`src/rtl/fabric_gsr_pkg.sv`:
```
// fabric_gsr_pkg: state encoding, counter width and pulse-length helper
// shared by the fabric global set/reset controller.
package fabric_gsr_pkg;

    localparam int CNT_W = 4;

    typedef enum logic [2:0] {
        WAIT_CFG,
        GATE,
        PULSE,
        RELEASE,
        RUN
    } gsr_state_e;

    // A zero-length request still produces a one-cycle pulse.
    function automatic logic [CNT_W-1:0] pulse_load(input logic [CNT_W-1:0] len);
        return (len == '0) ? '0 : len - 1'b1;
    endfunction

endpackage

```
`src/rtl/fabric_gsr_ctrl_counter.sv`:
```
// gsr_down_counter: loadable down counter that stops at zero and flags
// the last cycle of a timed state.
module gsr_down_counter
    import fabric_gsr_pkg::*;
(
    input  logic             clk,
    input  logic             reset,
    input  logic             i_load,
    input  logic [CNT_W-1:0] i_load_val,
    output logic             o_term
);

    logic [CNT_W-1:0] r_cnt;

    always_ff @(posedge clk or posedge reset) begin
        if (reset)
            r_cnt <= '0;
        else if (i_load)
            r_cnt <= i_load_val;
        else if (r_cnt != '0)
            r_cnt <= r_cnt - 1'b1;
    end

    assign o_term = (r_cnt == '0);

endmodule

```
`src/rtl/fabric_gsr_ctrl.sv`:
```
// fabric_gsr_ctrl: sequences clock gating and global set/reset pulses for
// the fabric flip-flops around configuration load and re-init requests.
module fabric_gsr_ctrl
    import fabric_gsr_pkg::*;
#(
    parameter int unsigned SETTLE_CYC = 2
) (
    input  logic       clk,
    input  logic       reset,
    input  logic       cfg_done,
    input  logic       init_req,
    input  logic       init_mode,
    input  logic [3:0] pulse_len,
    output logic       fab_set,
    output logic       fab_reset,
    output logic       fab_clk_en,
    output logic       init_busy,
    output logic       init_done
);

    localparam logic [CNT_W-1:0] SETTLE_LD = CNT_W'(SETTLE_CYC - 1);

    gsr_state_e       r_state;
    gsr_state_e       w_next;
    logic             r_mode;
    logic [CNT_W-1:0] r_len;
    logic             w_load;
    logic [CNT_W-1:0] w_load_val;
    logic             w_term;

    gsr_down_counter u_cnt (
        .clk        (clk),
        .reset      (reset),
        .i_load     (w_load),
        .i_load_val (w_load_val),
        .o_term     (w_term)
    );

    always_comb begin
        w_next     = r_state;
        w_load     = 1'b0;
        w_load_val = '0;
        case (r_state)
            WAIT_CFG: begin
                w_next     = RELEASE;
                w_load     = 1'b1;
                w_load_val = SETTLE_LD;
            end
            RUN: if (init_req) begin
                w_next     = GATE;
                w_load     = 1'b1;
                w_load_val = SETTLE_LD;
            end
            GATE: if (w_term) begin
                w_next     = PULSE;
                w_load     = 1'b1;
                w_load_val = pulse_load(r_len);
            end
            PULSE: if (w_term) begin
                w_next     = RELEASE;
                w_load     = 1'b1;
                w_load_val = SETTLE_LD;
            end
            RELEASE: if (w_term) w_next = RUN;
            default: w_next = WAIT_CFG;
        endcase
        // Losing configuration beats every other transition.
        if (!cfg_done) begin
            w_next     = WAIT_CFG;
            w_load     = 1'b1;
            w_load_val = '0;
        end
    end

    // Outputs are registered from the next state so they line up with r_state.
    always_ff @(posedge clk or posedge reset) begin
        if (reset) begin
            r_state    <= WAIT_CFG;
            r_mode     <= 1'b0;
            r_len      <= '0;
            fab_set    <= 1'b0;
            fab_reset  <= 1'b1;
            fab_clk_en <= 1'b0;
            init_busy  <= 1'b1;
            init_done  <= 1'b0;
        end else begin
            r_state <= w_next;
            if (r_state == RUN && w_next == GATE) begin
                r_mode <= init_mode;
                r_len  <= pulse_len;
            end
            fab_set    <= (w_next == PULSE) && r_mode;
            fab_reset  <= (w_next == WAIT_CFG) || ((w_next == PULSE) && !r_mode);
            fab_clk_en <= (w_next == RUN);
            init_busy  <= (w_next != RUN);
            init_done  <= (w_next == RUN) && (r_state == RELEASE);
        end
    end

endmodule

```
`config.mk`:
```
export PLATFORM = sky130hd
export DESIGN_NAME = fabric_gsr_ctrl
export DESIGN_NICKNAME = d
export VERILOG_FILES = /design/src/rtl/fabric_gsr_pkg.sv /design/src/rtl/fabric_gsr_ctrl_counter.sv /design/src/rtl/fabric_gsr_ctrl.sv
export SDC_FILE = /design/constraint.sdc
export NUM_CORES = 1
export LEC_CHECK = 0
export CAP_MARGIN = 25
export CORE_MARGIN = 4
export CORE_UTILIZATION = 55
export DETAILED_ROUTE_END_ITERATION = 6
export GPL_TIMING_DRIVEN = 0
export HOLD_SLACK_MARGIN = 0.06
export PLACE_DENSITY = 0.81
export SLEW_MARGIN = 0
export SYNTH_ARGS = -nofsm -noshare
export SYNTH_HDL_FRONTEND = slang
export SYNTH_SLANG_ARGS = --single-unit
```
`constraint.sdc`:
```
create_clock -name clk -period 5.46 [get_ports clk]
set_input_delay 0.546 -clock clk [delete_from_list [all_inputs] [get_ports clk]]
set_output_delay 0.546 -clock clk [all_outputs]
set_load 0.01 [all_outputs]
```
[After elaboration in Yosys (flattened, before gate mapping)]
Cells that the tools add are included.
Widths: inputs -> output; s select.
Operators by class
  add/sub/neg operators: 2
  equal/unequal tests: 8
  multiplexer cells: 18
  reductions and logical operators: 13
Operator list (number)
  $mux 4: 5
  $pmux 4 s4: 1
  $mux 3: 5
  $pmux 3 s5: 1
  $eq 3x2->1 const B: 3
  $logic_not 4->1: 2
  $sub 4x1->4 const B: 2
  $eq 3x1->1 const B: 2
  $eq 3x3->1 const B: 2
  $logic_not 3->1: 2
  $mux 1: 5
  $logic_and 1x1->1: 4
  $reduce_bool 4->1: 1
  $ne 3x3->1 const B: 1
  $pmux 1 s3: 1
  $reduce_bool 2->1: 1
  $reduce_or 2->1: 1
  $logic_not 1->1: 1
  $logic_or 1x1->1: 1
Storage, ports and cells
  register bits after elaboration: 17
  output and inout bits: 5
  logic and storage cells: 50

[Longest topological paths before layout]
Gate-level depths: netlist of run 1.
  depth in word-level cells: 7
  mapped depth: 7
  depth with buffers taken out: 6

[Modules after synthesis]
Synthesis of run 1 repeated with hierarchy kept, for this count alone.
Unflattened totals
  cell total of the unflattened synthesis: 94
  area, all modules: 979.7 µm²
By module, submodules not included
  fabric_gsr_ctrl: times used 1, cells each 71, area each 743.2 µm²
  gsr_down_counter: times used 1, cells each 23, area each 236.5 µm²

[Least setup slack after synthesis of run 1]
OpenSTA, ideal clock, no wires.
  path type: flip-flop to flip-flop
  start: reg u_cnt.r_cnt[0]
  end: reg u_cnt.r_cnt[2]
  data arrival time: 1.833 ns
  slack: 3.540 ns
  stages on the path, launching flop included: 8
  buffers on the path: 1
  clock period less this slack: 1.920 ns
  cell sequence: dfrtp_1 inv_1 ha_1 or3b_1 buf_2 maj3_2 o211a_1 a211oi_2
On the way
  cells in the longest elaborated chain, start to end: 5
  elaborated cells between the ends (all ways): 12
RTL lines
  start: declaration: RTL line fabric_gsr_ctrl_counter.sv:13  | logic [CNT_W-1:0] r_cnt;
  start signal: assignment: RTL line fabric_gsr_ctrl_counter.sv:19  | r_cnt <= i_load_val;
  start signal: assignment: RTL line fabric_gsr_ctrl_counter.sv:21  | r_cnt <= r_cnt - 1'b1;
  $logic_not 4->1: RTL line fabric_gsr_ctrl_counter.sv:24  | assign o_term = (r_cnt == '0);
  $mux 4 / $mux 1 (equally long branches): RTL line fabric_gsr_ctrl.sv:54, fabric_gsr_ctrl.sv:59
  $pmux 4 s4 / $pmux 1 s3 (equally long branches): RTL line fabric_gsr_ctrl.sv:43  | case (r_state)
  $mux 4 / $mux 1 (equally long branches): RTL line fabric_gsr_ctrl.sv:68  | if (!cfg_done) begin
  $mux 4 / $reduce_bool 2->1 (equally long branches)
Several ways; a longest one is shown, not always the timed one. The select of a mux whose other input is x is not followed.
A chain may end at the register's enable or synchronous reset.

[Worst setup path in the final report of run 1]
Ends and elaborated chain as after synthesis.

==> flow_summary.json, run 1 <==
{
  "status": "finished, final reports clean",
  "post_cts.repair.setup_buffers": 0,
  "yosys.area.top_type": "dfrtp_1",
  "finalClockSkew_ns": 0.00449,
  "synth.ff_latch_count": 17,
  "p_leak_nw": 0.503,
  "die_w_um": 49.0,
  "design.die.area_sq_um": 2400,
  "finalWirelength_um": 1760,
  "cts_tree": "built",
  "dp_hpwl_um": 1340,
  "vias": 724,
  "rows": 14,
  "wl_per_cell_um": 14.3,
  "worst-path-buf-inv": 2,
  "cts_hold_buf": 0,
  "hp-class": "register to register",
  "pre_cts_ws_ns": 3.33,
  "ant_nets": 0,
  "start_util_pct": 60.1,
  "period_minus_slack_ns": 2.06,
  "cts_resized": 0,
  "final_layout_size_suffix_gt1_share_pct": 12.1,
  "synthCells": 91,
  "clockBufferDepth": 2,
  "netlist_area_sq_um": 926,
  "route.detailed.drc": 0,
  "final_cells": 123,
  "fin_crit_sh_pct": 37.8,
  "worst-setup-path-type": "register to register",
  "clk_pin_slew_ns": 0.10,
  "crit_chain": "inv_1 -> ha_1 -> or3b_1 -> buf_2 -> maj3_2 -> o211a_1 -> a211oi_2",
  "timing.reg2reg.setup_slack_ns": 3.40,
  "synth.distinct_cells": 38,
  "setup_slack_ns": 3.40,
  "coreArea_sq_um": 1540,
  "cts.sinks": 17,
  "synth_top_area_share_pct": 40.5,
  "p_per_area_nw_per_um2": 499,
  "grt_pass1_wl_um": 3220,
  "cp_slowest_cell": "dfrtp_1",
  "grt_max_degree": 18,
  "gp_congestion": 0.817,
  "synth.avg_cell_area_sq_um": 10.2,
  "cts_buffers": 3,
  "area_delta_synth_final_pct": 18.0,
  "max_slew_margin_pct": 48.4,
  "wl_met1_um": 797,
  "synth_most_common_cell": "dfrtp_1",
  "vias_per_cell": 5.89,
  "swShare_pct": 40.7,
  "syn_nets": 103,
  "clkLatencyLatePin_ns": 0.29,
  "worstPathMaxFanout": 7,
  "placed_cells": 119,
  "p_int_w": 0.000323,
  "ios": 14,
  "max_stage_delay_ns": 0.41,
  "hold_viol_final": 0,
  "synthTopCellsByArea": "dfrtp_1, dfstp_2, ha_1",
  "wl_met3_um": 61,
  "worst_setup_path_start_kind": "register",
  "comb_power_share_pct": 49.8,
  "crit_path_end_kind": "register",
  "yosys-top-cells-count": "dfrtp_1, inv_1, nor2_1",
  "first_pass_iters": 4,
  "fmax_mhz": 485,
  "dominantRegCellSynth": "dfrtp_1",
  "wl_met2_um": 881,
  "grtUsageTotal_pct": 16.9,
  "setup_tns_ns": 0,
  "rsz0062_at_grt": "no",
  "cap_violations": 0,
  "portBuffers": 12,
  "report.final.setup_viol": 0,
  "yosysWarnings": 0,
  "switching_power_w": 0.000222,
  "fillers": 127,
  "worst_ep_arrival_time_ns": 2.27,
  "peakVddDrop_uv": 278,
  "die_height_um": 49.0,
  "topRoutingLayerUsed": "met4",
  "grt_pass1_vias": 716,
  "nets": 120,
  "antenna_found_initial": 0,
  "diodes": 0,
  "h-tree-depth": 1,
  "cts_root_buffer": "clkbuf_4",
  "crit_family": "adder cells",
  "grt.overflow.total": 0,
  "power_frac_clock_pct": 12.6,
  "slew_violations": 0,
  "drt_iter0_markers": 20,
  "synth-edff-count": 0,
  "synthArstFlopShare_pct": 100,
  "seqPwrFrac_pct": 37.6,
  "crit_required_ns": 5.67,
  "worst_pin_slew_ns": 0.767,
  "yosysSeqAreaShare_pct": 46.2
}
-- placed cells by master (no fill, tap or decap), types with 3 or more instances in the layout --
| cell | instances |
|---|---|
| ha_1 | 3 |
| nor2_1 | 7 |
| clkbuf_4 | 3 |
| xor2_1 | 3 |
| dfrtp_1 | 15 |
| inv_1 | 8 |
| clkbuf_1 | 6 |
| nand2_1 | 4 |
| clkdlybuf4s50_1 | 12 |
| o21ai_0 | 4 |
| o211ai_1 | 3 |
| mux2_2 | 3 |
-- power groups by stage --
stage | Combinational, W | Sequential (W) | Clock, W
after detailed placement | 0.000272 | 0.000208 | 0
after floorplan | 0.000207 | 0.000202 | 0
after global routing | 0.000303 | 0.000214 | 0.0000794
after CTS | 0.000273 | 0.000205 | 0.0000691
after global placement | 0.000263 | 0.000205 | 0
final | 0.000271 | 0.000205 | 0.0000686
-- per-stage QoR --
stage / power [W] / hold slack [ns] / area (sq um) / utilization (%)
finish: 0.000545 / 0.502 / 1090 / 70.9
global route: 0.000596 / 0.554 / 1090 / 70.9
CTS: 0.000547 / 0.504 / 1090 / 70.9
detailed placement: 0.000480 / 0.489 / 1070 / 69.2
global placement: 0.000468 / 0.480 / 1070 / 69.2
floorplan: 0.000409 / 0.434 / 926 / -
-- cell families after synthesis --
group | Yosys count | synth area share, %
adder cells (fa/ha/maj) | 4 | 5.27
multiplexers | 3 | 3.65
XOR/XNOR | 5 | 4.73
AO/OA/AOI/OAI | 21 | 16.9
AND/OR/NAND/NOR | 27 | 17.4
flip-flops | 17 | 46.2
buffers and inverters | 14 | 5.81
-- per-layer routing --
layer  track usage (%)  vias up
met1              22.8      356
met2              27.6       11
met3              2.75        2
li1                  -      355
met4              5.38        0
met5                 0        -
-- cell type report --
class	count	area, sq um	share of cell area (%)
inverter	8	30.0	2.75
sequential	17	428	39.2
clock buffer	4	26.3	2.41
multi-input combinational	60	444	40.7
tap	16	20.0	1.83
buffer	6	23.8	2.18
timing repair buffer	12	120	11.0
-- worst reg2reg max path, stage by stage (launching register included) --
cell and delay, ns:
dfrtp_1 0.41, inv_1 0.08, ha_1 0.19, or3b_1 0.34
buf_2 0.17, maj3_2 0.37, o211a_1 0.23, a211oi_2 0.18
-- final timing paths --
check                               start        endpoint  cells past startpoint
max reg2reg                u_cnt.r_cnt[0]  u_cnt.r_cnt[2]                      7
max in group asynchronous           reset  u_cnt.r_cnt[3]                      2
min                                r_mode       fab_reset                      1
min reg2reg                        r_mode       fab_reset                      1
min in group asynchronous           reset          r_mode                      2
max                        u_cnt.r_cnt[0]  u_cnt.r_cnt[2]                      7
-- sequential cells by signal (all words and copies together) (netlist names) --
register / flops
r_mode: 1
fab_set: 1
r_state: 3
u_cnt.r_cnt: 4
init_busy: 1
fab_clk_en: 1
init_done: 1
r_len: 4
fab_reset: 1
Note: power is estimated with default switching activity, not from simulation.
==> inputs of run 2 (changes only) <==
Settings changed: CORE_UTILIZATION 55 to 51, PLACE_DENSITY 0.81 to 0.76.
Clock period 5.46 ns to 1.9 ns, I/O delays scaled along.
==> flow_summary.json, run 2 (synthesis results as in run 1) <==
{
  "antenna_found_initial": 0,
  "final_layout_size_suffix_gt1_share_pct": 23.7,
  "most-common-layout-cells": "dfrtp_1, clkdlybuf4s50_1, buf_4",
  "comb_power_share_pct": 56.2,
  "cts_root_buffer": "clkbuf_4",
  "min_from": "cfg_done",
  "timing.reg2reg.setup_slack_ns": 0.007,
  "cts_tree": "built",
  "slew_violations": 0,
  "layout_commonest_cell": "dfrtp_1",
  "worst_pin_slew_ns": 0.860,
  "clk_pin_slew_ns": 0.10,
  "area_delta_synth_final_pct": 29.5,
  "diodes": 0,
  "ant_nets": 0,
  "clkLatencyLatePin_ns": 0.29,
  "grt_max_degree": 18,
  "fmax_mhz": 528,
  "fin_crit_sh_pct": 99.6,
  "pre_cts_ws_ns": -0.107,
  "ios": 14,
  "p_leak_nw": 0.537,
  "power_frac_clock_pct": 10.8,
  "grtUsageTotal_pct": 16.6,
  "vias": 754,
  "nets": 127,
  "dp_hpwl_um": 1350,
  "rsz0062_at_grt": "yes",
  "drt_iter0_markers": 14,
  "period_minus_slack_ns": 1.89,
  "report.final.setup_viol": 0,
  "hp-class": "primary input to register",
  "worst-setup-path-type": "register to register",
  "vias_per_cell": 5.42,
  "dpl-instance-area_sq_um": 1090,
  "first_pass_iters": 4,
  "max_slew_margin_pct": 42.2,
  "h-tree-depth": 1,
  "whs_endpoint": "fab_reset",
  "switching_power_w": 0.000705,
  "cap_violations": 0,
  "worst_setup_path_start_kind": "register",
  "gp_congestion": 0.766,
  "hold_viol_final": 0,
  "rr_worst_depth": 6,
  "hold_ws_ns": 0.259,
  "critPathLaunch": "u_cnt.r_cnt[0]",
  "finalWirelength_um": 1910,
  "stdcell_area_sq_um": 1200,
  "setup_slack_ns": 0.00735,
  "route.detailed.drc": 0,
  "p_total_w": 0.00178,
  "clockBufferDepth": 2,
  "cts_buffers": 3,
  "grt_pass1_vias": 731,
  "r2r_end": "u_cnt.r_cnt[3]",
  "swShare_pct": 39.6,
  "start_util_pct": 53.6,
  "status": "finished, final reports clean",
  "crit_required_ns": 2.11,
  "wl_per_cell_um": 13.7,
  "die_w_um": 50.6,
  "peakVddDrop_uv": 699,
  "worst_ep_arrival_time_ns": 2.11,
  "largest_registers": "r_len x4, u_cnt.r_cnt x4, r_state x3",
  "crit_path_end_kind": "register",
  "cts_hold_buf": 0,
  "grt_pass1_wl_um": 3150,
  "design.die.area_sq_um": 2560,
  "p_per_area_nw_per_um2": 1480,
  "worstPathMaxFanout": 6,
  "p_int_w": 0.00107,
  "portBuffers": 12,
  "fillers": 139,
  "r2r_start": "u_cnt.r_cnt[0]",
  "rows": 15,
  "holdPathStages": 2,
  "seqPwrFrac_pct": 33.0,
  "die_height_um": 50.6,
  "coreArea_sq_um": 1730,
  "cts.sinks": 17,
  "grt.overflow.total": 0,
  "finalClockSkew_ns": 0.00604
}
[run 2: changes by cell type in the layout (fill, tap and decap cells not counted), moves of 2 or more]
cell and change:
buf_4 +8, a2bb2oi_1 -2, a2bb2oi_2 +2, inv_1 -2, inv_2 +2
[run 2: per-stage QoR]
stage	setup TNS, ns	cells	util, %
final	0	139	69.4
after global placement	-0.189	128	62.9
after detailed placement	-0.371	128	62.9
after CTS	0	136	67.2
after global routing	-0.0753	139	69.4
after floorplan	0	91	-
[run 2: cell type report]
type	count	area (sq um)	area share [%]
sequential	17	428	35.7
buffer	5	18.8	1.57
inverter	8	30.0	2.51
timing repair buffer	20	180	15.0
tap	25	31.3	2.61
multi-input combinational	60	484	40.4
clock buffer	4	26.3	2.19
[run 2: how the worst max path moves through the flow]
stage	end	slack [ns]	cells after the start
after global placement	u_cnt.r_cnt[2]	-0.06	7
final	u_cnt.r_cnt[3]	0.007	6
after CTS	u_cnt.r_cnt[3]	0.02	6
after floorplan	u_cnt.r_cnt[2]	0.02	7
after detailed placement	u_cnt.r_cnt[1]	-0.11	7
after global routing	u_cnt.r_cnt[0]	-0.04	6
[run 2: routing by layer]
metal / up-vias / GRT usage [%] / wire length [um]
met3: 4 / 3.86 / 76
met1: 367 / 18.1 / 803
li1: 370 / - / -
met5: - / 0 / 0
met2: 13 / 30.7 / 1010
met4: 0 / 6.73 / 24
[run 2: what timing repair did]
item / in CTS / in global routing
hold endpoints to repair: 0 / 0
pin swaps: 3 / 3
resized for setup: 5 / 3
setup buffers: 5 / 3
endpoints found under the setup margin: 4 / 4
[run 2: power groups by stage]
stage	sequential, W	clock (W)	combinational (W)
2_1_floorplan	0.000581	0	0.000624
3_3_place_gp	0.000590	0	0.000786
3_5_place_dp	0.000595	0	0.000806
4_1_cts	0.000586	0.000198	0.000910
5_1_grt	0.000607	0.000221	0.00109
6_report	0.000588	0.000192	0.000999
[run 2: worst max-delay path, cell delays in order (launching register included)]
cell and delay, ns:
dfrtp_1 0.41, inv_2 0.08, ha_4 0.12, or3b_4 0.40
maj3_2 0.38, o211ai_4 0.22, a21boi_2 0.20
==> inputs of run 3 (changes only) <==
Settings changed: GPL_ROUTABILITY_DRIVEN set to 0.
==> results of run 3 <==
The final DEF is identical to that of run 2; final timing and power are the same.
==> patch 1 (flow settings as in run 1) <==
Re-encode `gsr_state_e` (5 states) as one-hot, 5 bits wide.
--- a/src/rtl/fabric_gsr_pkg.sv
+++ b/src/rtl/fabric_gsr_pkg.sv
@@ -4,12 +4,12 @@
 
     localparam int CNT_W = 4;
 
-    typedef enum logic [2:0] {
-        WAIT_CFG,
-        GATE,
-        PULSE,
-        RELEASE,
-        RUN
+    typedef enum logic [4:0] {
+        WAIT_CFG = 5'b00001,
+        GATE     = 5'b00010,
+        PULSE    = 5'b00100,
+        RELEASE  = 5'b01000,
+        RUN      = 5'b10000
     } gsr_state_e;
 
     // A zero-length request still produces a one-cycle pulse.
Behaviour: no difference found for any inputs over 10 cycles, from zero or initial values and one cycle with reset high; not proved beyond that.
==> patch 1 against run 1 <==
Total power decreased by 12%. Sequential cell count increased by 2. Register-to-register slack improved by 0.19 ns. Cell area increased by 16%. Routed wire length increased by 23%. Area after synthesis increased by 17%. Largest power group unchanged. Worst setup slack improved by 0.15 ns. Non-clock buffer count decreased by 2. Clock power increased by 3.8%. First-iteration DRC count increased by 5.0%.
==> patch 1: results (changes against run 1) <==
- The wire length per cell is 14.64 microns (+2.5%).
- The net count after synthesis was 118 (+15%).
- The maximum resistive drop on vdd came to 0.2528 mV (-9.1%).
- In this run the critical register-to-register path is captured at fab_set$_DFF_PP0_.
- The critical path's slowest cell is dfstp_2.
- The weighted congestion at the end of routability-driven global placement is 0.8524 (+4.3%).
- The number of buffers added by the clock tree synthesis step was 3 (unchanged).
- The estimated wirelength of the detail-placed design is 1601 microns (+19%).
- The leakage power figure is 0.5893 nW (+17%).
- The data arrival time of the critical path is 1.37 ns (-0.90 ns).
- The cell count of the worst reg-to-reg path is 6 (-1).
- The mean number of vias per cell is 5.750 (-2.3%).
- The iteration count of the initial detailed-routing pass is 4 (unchanged).
- The start of the worst register-to-register path is u_cnt.r_cnt[0]$_DFFE_PP0P_.
- The clock slew seen by the registers of the worst setup and hold paths is between 0.1 and 0.15 ns.
- The final worst clock skew is 0.005904 ns (+0.001417 ns).
- On the critical path the largest part of the delay comes from flip-flops.
- The count of unresolved DRC violations after routing came to 0 (unchanged).
- The cell count after placement is 144 (+21%).
- The number of buffers added on ports is 13 (+1).
- The met2 capacity usage during global routing is 32.02% (+4.4 points).
- The met3 capacity usage during global routing came to 2.564% (-0.19 points).
- The number of global-route vias before repair came to 816 (+14%).
- The beginning of the critical path is fab_reset$_DFF_PP1_.
- The class of the tightest hold or removal check is reg -> reg.
- The highest net fanout along the worst path is 1 (-6).
- After synthesis, the cell types taking the most area are dfrtp_1, dfstp_2, mux2_2.
- The met1 usage in global routing came to 22.04% (-0.74 points).
- The total number of yosys warnings is 0 (unchanged).
- The first-pass GRT wire length came to 3615 microns (+12%).
- The run finished with clean final reports.
- The internal reg-to-reg setup slack was 3.59 ns (+0.19 ns).
- The most critical setup path has its endpoint at fab_reset.
- The register area share after synthesis is 44.33% (-1.9 points).
- The detailed router's first-iteration violation count is 21 (+5.0%).
- The timing-limited maximum frequency was 522.9 MHz (+7.8%).
- The critical path's largest stage delay is 0.54 ns (+0.13 ns).
- The detailed-route via count was 851 (+18%).
- The actual slew at the worst max-slew pin came to 0.6900 ns (-0.07695 ns).
- The post-place instance area was 0.001242 sq mm (+17%).
- The global-route total usage across every layer came to 18.48% (+1.5 points).
- The power per cell area came to 379.6 mW/mm^2 (-24%).
- The worst setup slack after placement is 3.362 ns (+0.03517 ns).
- The largest net degree at the start of global routing came to 20 (+2).
- The instance count of the mapped netlist is 106 (+16%).
- The count of cell types in the netlist is 42 (+11%).
- The largest registers in the layout are r_state: 5 flops, r_len: 4 flops, u_cnt.r_cnt: 4 flops.
- Sorting the synthesized cells by how often they occur yields dfrtp_1, inv_1, nor2_1, nor3_1, a21oi_1.
- The number of fillers in the final layout is 137 (+7.9%).
- The fraction of layout instances using a drive strength above 1 is 18.70% (+6.5 points).
-- patch 1: report_power, final --
group / internal (mW) / total (mW) / switching [mW]
Sequential: 0.170 / 0.199 / 0.0290
Clock: 0.0273 / 0.0712 / 0.0439
Combinational: 0.0943 / 0.212 / 0.118
-- patch 1: kinds of logic (layout without fill, tap and decap cells) --
group	Yosys count	count (layout)	synth area share, %
fa+ha+maj	3	3	3.473
xor+xnor	5	5	4.052
compound gates	23	23	14.12
buf+inv	11	28	5.324
simple gates	40	40	23.50
mux	5	5	5.208
flops	19	19	44.33
-- patch 1: how the worst min path moves through the flow --
stage	from	to	slack [ns]	cells past startpoint
floorplan	r_mode$_DFFE_PP0P_	fab_reset$_DFF_PP1_	0.48	2
global placement	r_mode$_DFFE_PP0P_	r_mode$_DFFE_PP0P_	0.50	1
detailed placement	r_mode$_DFFE_PP0P_	r_mode$_DFFE_PP0P_	0.50	1
CTS	r_mode$_DFFE_PP0P_	r_mode$_DFFE_PP0P_	0.53	1
global route	r_mode$_DFFE_PP0P_	fab_reset$_DFF_PP1_	0.56	2
finish	r_mode$_DFFE_PP0P_	r_mode$_DFFE_PP0P_	0.53	1
-- patch 1: area by class of cell --
cell class              count  share of cell area, %
plain buffers               3                  2.167
clock buffers               3                  1.773
clock inverters             1                 0.3941
inverters                   8                  2.365
multi-input cells          76                  42.86
flip-flops and latches     19                  37.73
well taps                  25                  2.463
repair buffers             13                  10.25
-- patch 1: metal layers --
layer | share of wire (%) | up-vias | wire, microns
met5 | 0 | - | 0
met4 | 1.5 | 0 | 33
met3 | 3.7 | 4 | 81
met2 | 49 | 27 | 1053
met1 | 46 | 402 | 998
li1 | - | 418 | -
==> patch 2 (flow settings as in run 1) <==
Made on the original files. Register the output `init_done` once more, without a reset; this adds one clock of latency there. The other outputs are not delayed to match.
--- a/src/rtl/fabric_gsr_ctrl.sv
+++ b/src/rtl/fabric_gsr_ctrl.sv
@@ -19,6 +19,8 @@
 );
 
     localparam logic [CNT_W-1:0] SETTLE_LD = CNT_W'(SETTLE_CYC - 1);
+
+    logic init_done_s0;
 
     gsr_state_e       r_state;
     gsr_state_e       w_next;
@@ -82,7 +84,7 @@
             fab_reset  <= 1'b1;
             fab_clk_en <= 1'b0;
             init_busy  <= 1'b1;
-            init_done  <= 1'b0;
+            init_done_s0 <= 1'b0;
         end else begin
             r_state <= w_next;
             if (r_state == RUN && w_next == GATE) begin
@@ -93,8 +95,12 @@
             fab_reset  <= (w_next == WAIT_CFG) || ((w_next == PULSE) && !r_mode);
             fab_clk_en <= (w_next == RUN);
             init_busy  <= (w_next != RUN);
-            init_done  <= (w_next == RUN) && (r_state == RELEASE);
+            init_done_s0 <= (w_next == RUN) && (r_state == RELEASE);
         end
+    end
+
+    always_ff @(posedge clk) begin
+        init_done <= init_done_s0;
     end
 
 endmodule
Formal check against the unedited RTL: not equivalent (Yosys sat finds a counterexample within 4 cycles, from zero or initial values and one cycle with reset high).
==> patch 2 against run 1 <==
Worst setup slack worse by 0.030 ns. First-iteration DRC count decreased by 30%. Clock power increased by 22%. Area after synthesis up 2.2%. Routed wire length increased by 4.3%. Global-route usage rose by 0.30 points. Cell area up 2.7%. Sequential cell count grew 1. Highest routed layer unchanged. Critical endpoint unchanged. Hold slack worse by 0.15 ns. Total power rose by 4.2%.
==> patch 2: results (changes against run 1) <==
- The run finished with clean final reports.
- The fraction of layout instances using a drive strength above 1 is 12.96% (+0.81 points).
- The register area share after synthesis is 47.35% (+1.1 points).
- The detailed-route via count came to 711 (-1.8%).
- The class of the tightest hold or removal check is reg -> reg.
- The final standard cell count with taps included and fillers excluded was 124 (+0.81%).
- The global-route total usage across every layer is 17.25% (+0.30 points).
- The estimated wirelength of the detail-placed design is 1384 microns (+2.9%).
- The number of flops mapped to enable cells by yosys is 0 (unchanged).
- The number of global-route vias before repair is 730 (+2.0%).
- The net count after synthesis is 104 (+0.97%).
- The tree is rooted in a clkbuf_4.
- The highest net fanout along the worst path was 7 (unchanged).
- The number of levels the H-tree was split into is 1 (unchanged).
- The worst setup slack after placement is 3.345 ns (+0.01826 ns).
- The switching share of power came to 39.69% (-1.0 points).
- The final worst clock skew is 0.005166 ns (+0.0006788 ns).
- The internal reg-to-reg setup slack is 3.37 ns (-0.03 ns).
- The maximum resistive drop on vdd is 0.2998 mV (+7.8%).
- The number of buffers added on ports came to 12 (unchanged).
- The deepest clock path buffer count is 2 (unchanged).
- The first-pass GRT wire length is 3187 microns (-1.1%).
- The count of cell types in the netlist is 39 (+2.6%).
- The leakage power figure is 0.5175 nW (+2.8%).
- The synthesized area per cell is 10.28 sq um (+1.1%).
- The weighted congestion at the end of routability-driven global placement is 0.8262 (+1.1%).
- The wire length per cell came to 14.77 microns (+3.4%).
- The number of instances resized during post-cts repair is 0 (unchanged).
- Sorting the synthesized cells by area gives the leading types as dfrtp_1, dfstp_2, ha_1.
- The data arrival time of the critical path is 2.32 ns (+0.05 ns).
- The iteration count of the initial detailed-routing pass is 4 (unchanged).
- Ranked by instance count, the synthesized netlist is headed by dfrtp_1, inv_1, nor2_1.
- The diode insertion count for antenna repair is 0 (unchanged).
- The total number of yosys warnings came to 0 (unchanged).
- The largest net degree at the start of global routing is 18 (unchanged).
- The number of buffers added by the clock tree synthesis step is 3 (unchanged).
- The number of antenna violations at the first check in global routing is 0 (unchanged).
- The actual slew at the worst max-slew pin is 0.7395 ns (-0.02746 ns).
- The number of fillers in the final layout is 114 (-10%).
- The share of synthesized flip-flops with an asynchronous set or reset is 94.44% (-5.6 points).
- The detailed router's first-iteration violation count is 14 (-30%).
- After clock tree synthesis, the clock-pin slew on the worst setup and hold paths is ~0.11 ns.
- In the final layout, the registers with the most flip-flops are r_len: 4 flops, u_cnt.r_cnt: 4 flops, r_state: 3 flops.
- The latest clock arrival within the worst-skew pair is roughly 0.30 ns.
- The number of buffers inserted by post-CTS setup repair is 0 (unchanged).
- The ratio of final minimum period to clock period is 38.31% (+0.54 points).
## patch 2: cell count changes after synthesis
cell     delta
dfxtp_1     +1
## patch 2: routing by layer
| layer | global-route usage [%] | up-vias | share of wire (%) |
|---|---|---|---|
| li1 | - | 357 | - |
| met1 | 21.17 | 339 | 45 |
| met2 | 28.79 | 11 | 49 |
| met3 | 3.614 | 4 | 3.9 |
| met4 | 8.295 | 0 | 2.1 |
| met5 | 0 | - | 0 |
## patch 2: area by class of cell
cell class,count,area share (%)
inverters,8,2.676
flip-flops and latches,18,39.91
well taps,16,1.784
multi-input cells,60,39.58
repair buffers,12,10.70
clock buffers,4,3.233
plain buffers,6,2.118
## patch 2: power by group through the flow
| stage | Sequential, mW | Clock, mW | Combinational, mW |
|---|---|---|---|
| floorplan | 0.210 | 0 | 0.207 |
| global placement | 0.213 | 0 | 0.263 |
| detailed placement | 0.216 | 0 | 0.270 |
| CTS | 0.213 | 0.0838 | 0.271 |
| global route | 0.219 | 0.0919 | 0.302 |
| finish | 0.213 | 0.0839 | 0.271 |
## patch 2: path summary, 6_finish.rpt
check,to,startpoint,depth (start not counted)
max,u_cnt.r_cnt[2]$_DFFE_PP0P_,u_cnt.r_cnt[0]$_DFFE_PP0P_,7
max reg2reg,u_cnt.r_cnt[2]$_DFFE_PP0P_,u_cnt.r_cnt[0]$_DFFE_PP0P_,7
min reg2reg,init_done$_DFF_P_,init_done_s0$_DFF_PP0_,0
min,init_done$_DFF_P_,init_done_s0$_DFF_PP0_,0
max in group asynchronous,fab_set$_DFF_PP0_,reset,2
min in group asynchronous,r_len[3]$_DFFE_PP0P_,reset,2
## patch 2: metrics by stage
step | hold slack (ns) | power, mW | cell area, sq um
final | 0.3551 | 0.5681 | 1122
after global routing | 0.3849 | 0.6127 | 1122
after CTS | 0.3567 | 0.5671 | 1122
after detailed placement | 0.3333 | 0.4856 | 1086
after global placement | 0.3268 | 0.4758 | 1086
after floorplan | 0.3242 | 0.4170 | 945.9
## patch 2: critical path, stage by stage (launching register included)
cell	delay (ns)
dfrtp_1	0.42
inv_1	0.08
ha_1	0.19
or3b_1	0.34
buf_2	0.17
maj3_2	0.37
o211a_1	0.23
a211oi_2	0.20
## patch 2: kinds of logic after synthesis
group	share of synthesized area [%]
compound gates	16.54
xor+xnor	4.630
fa+ha+maj	5.159
buf+inv	5.688
flops	47.35
mux	3.571
simple gates	17.07
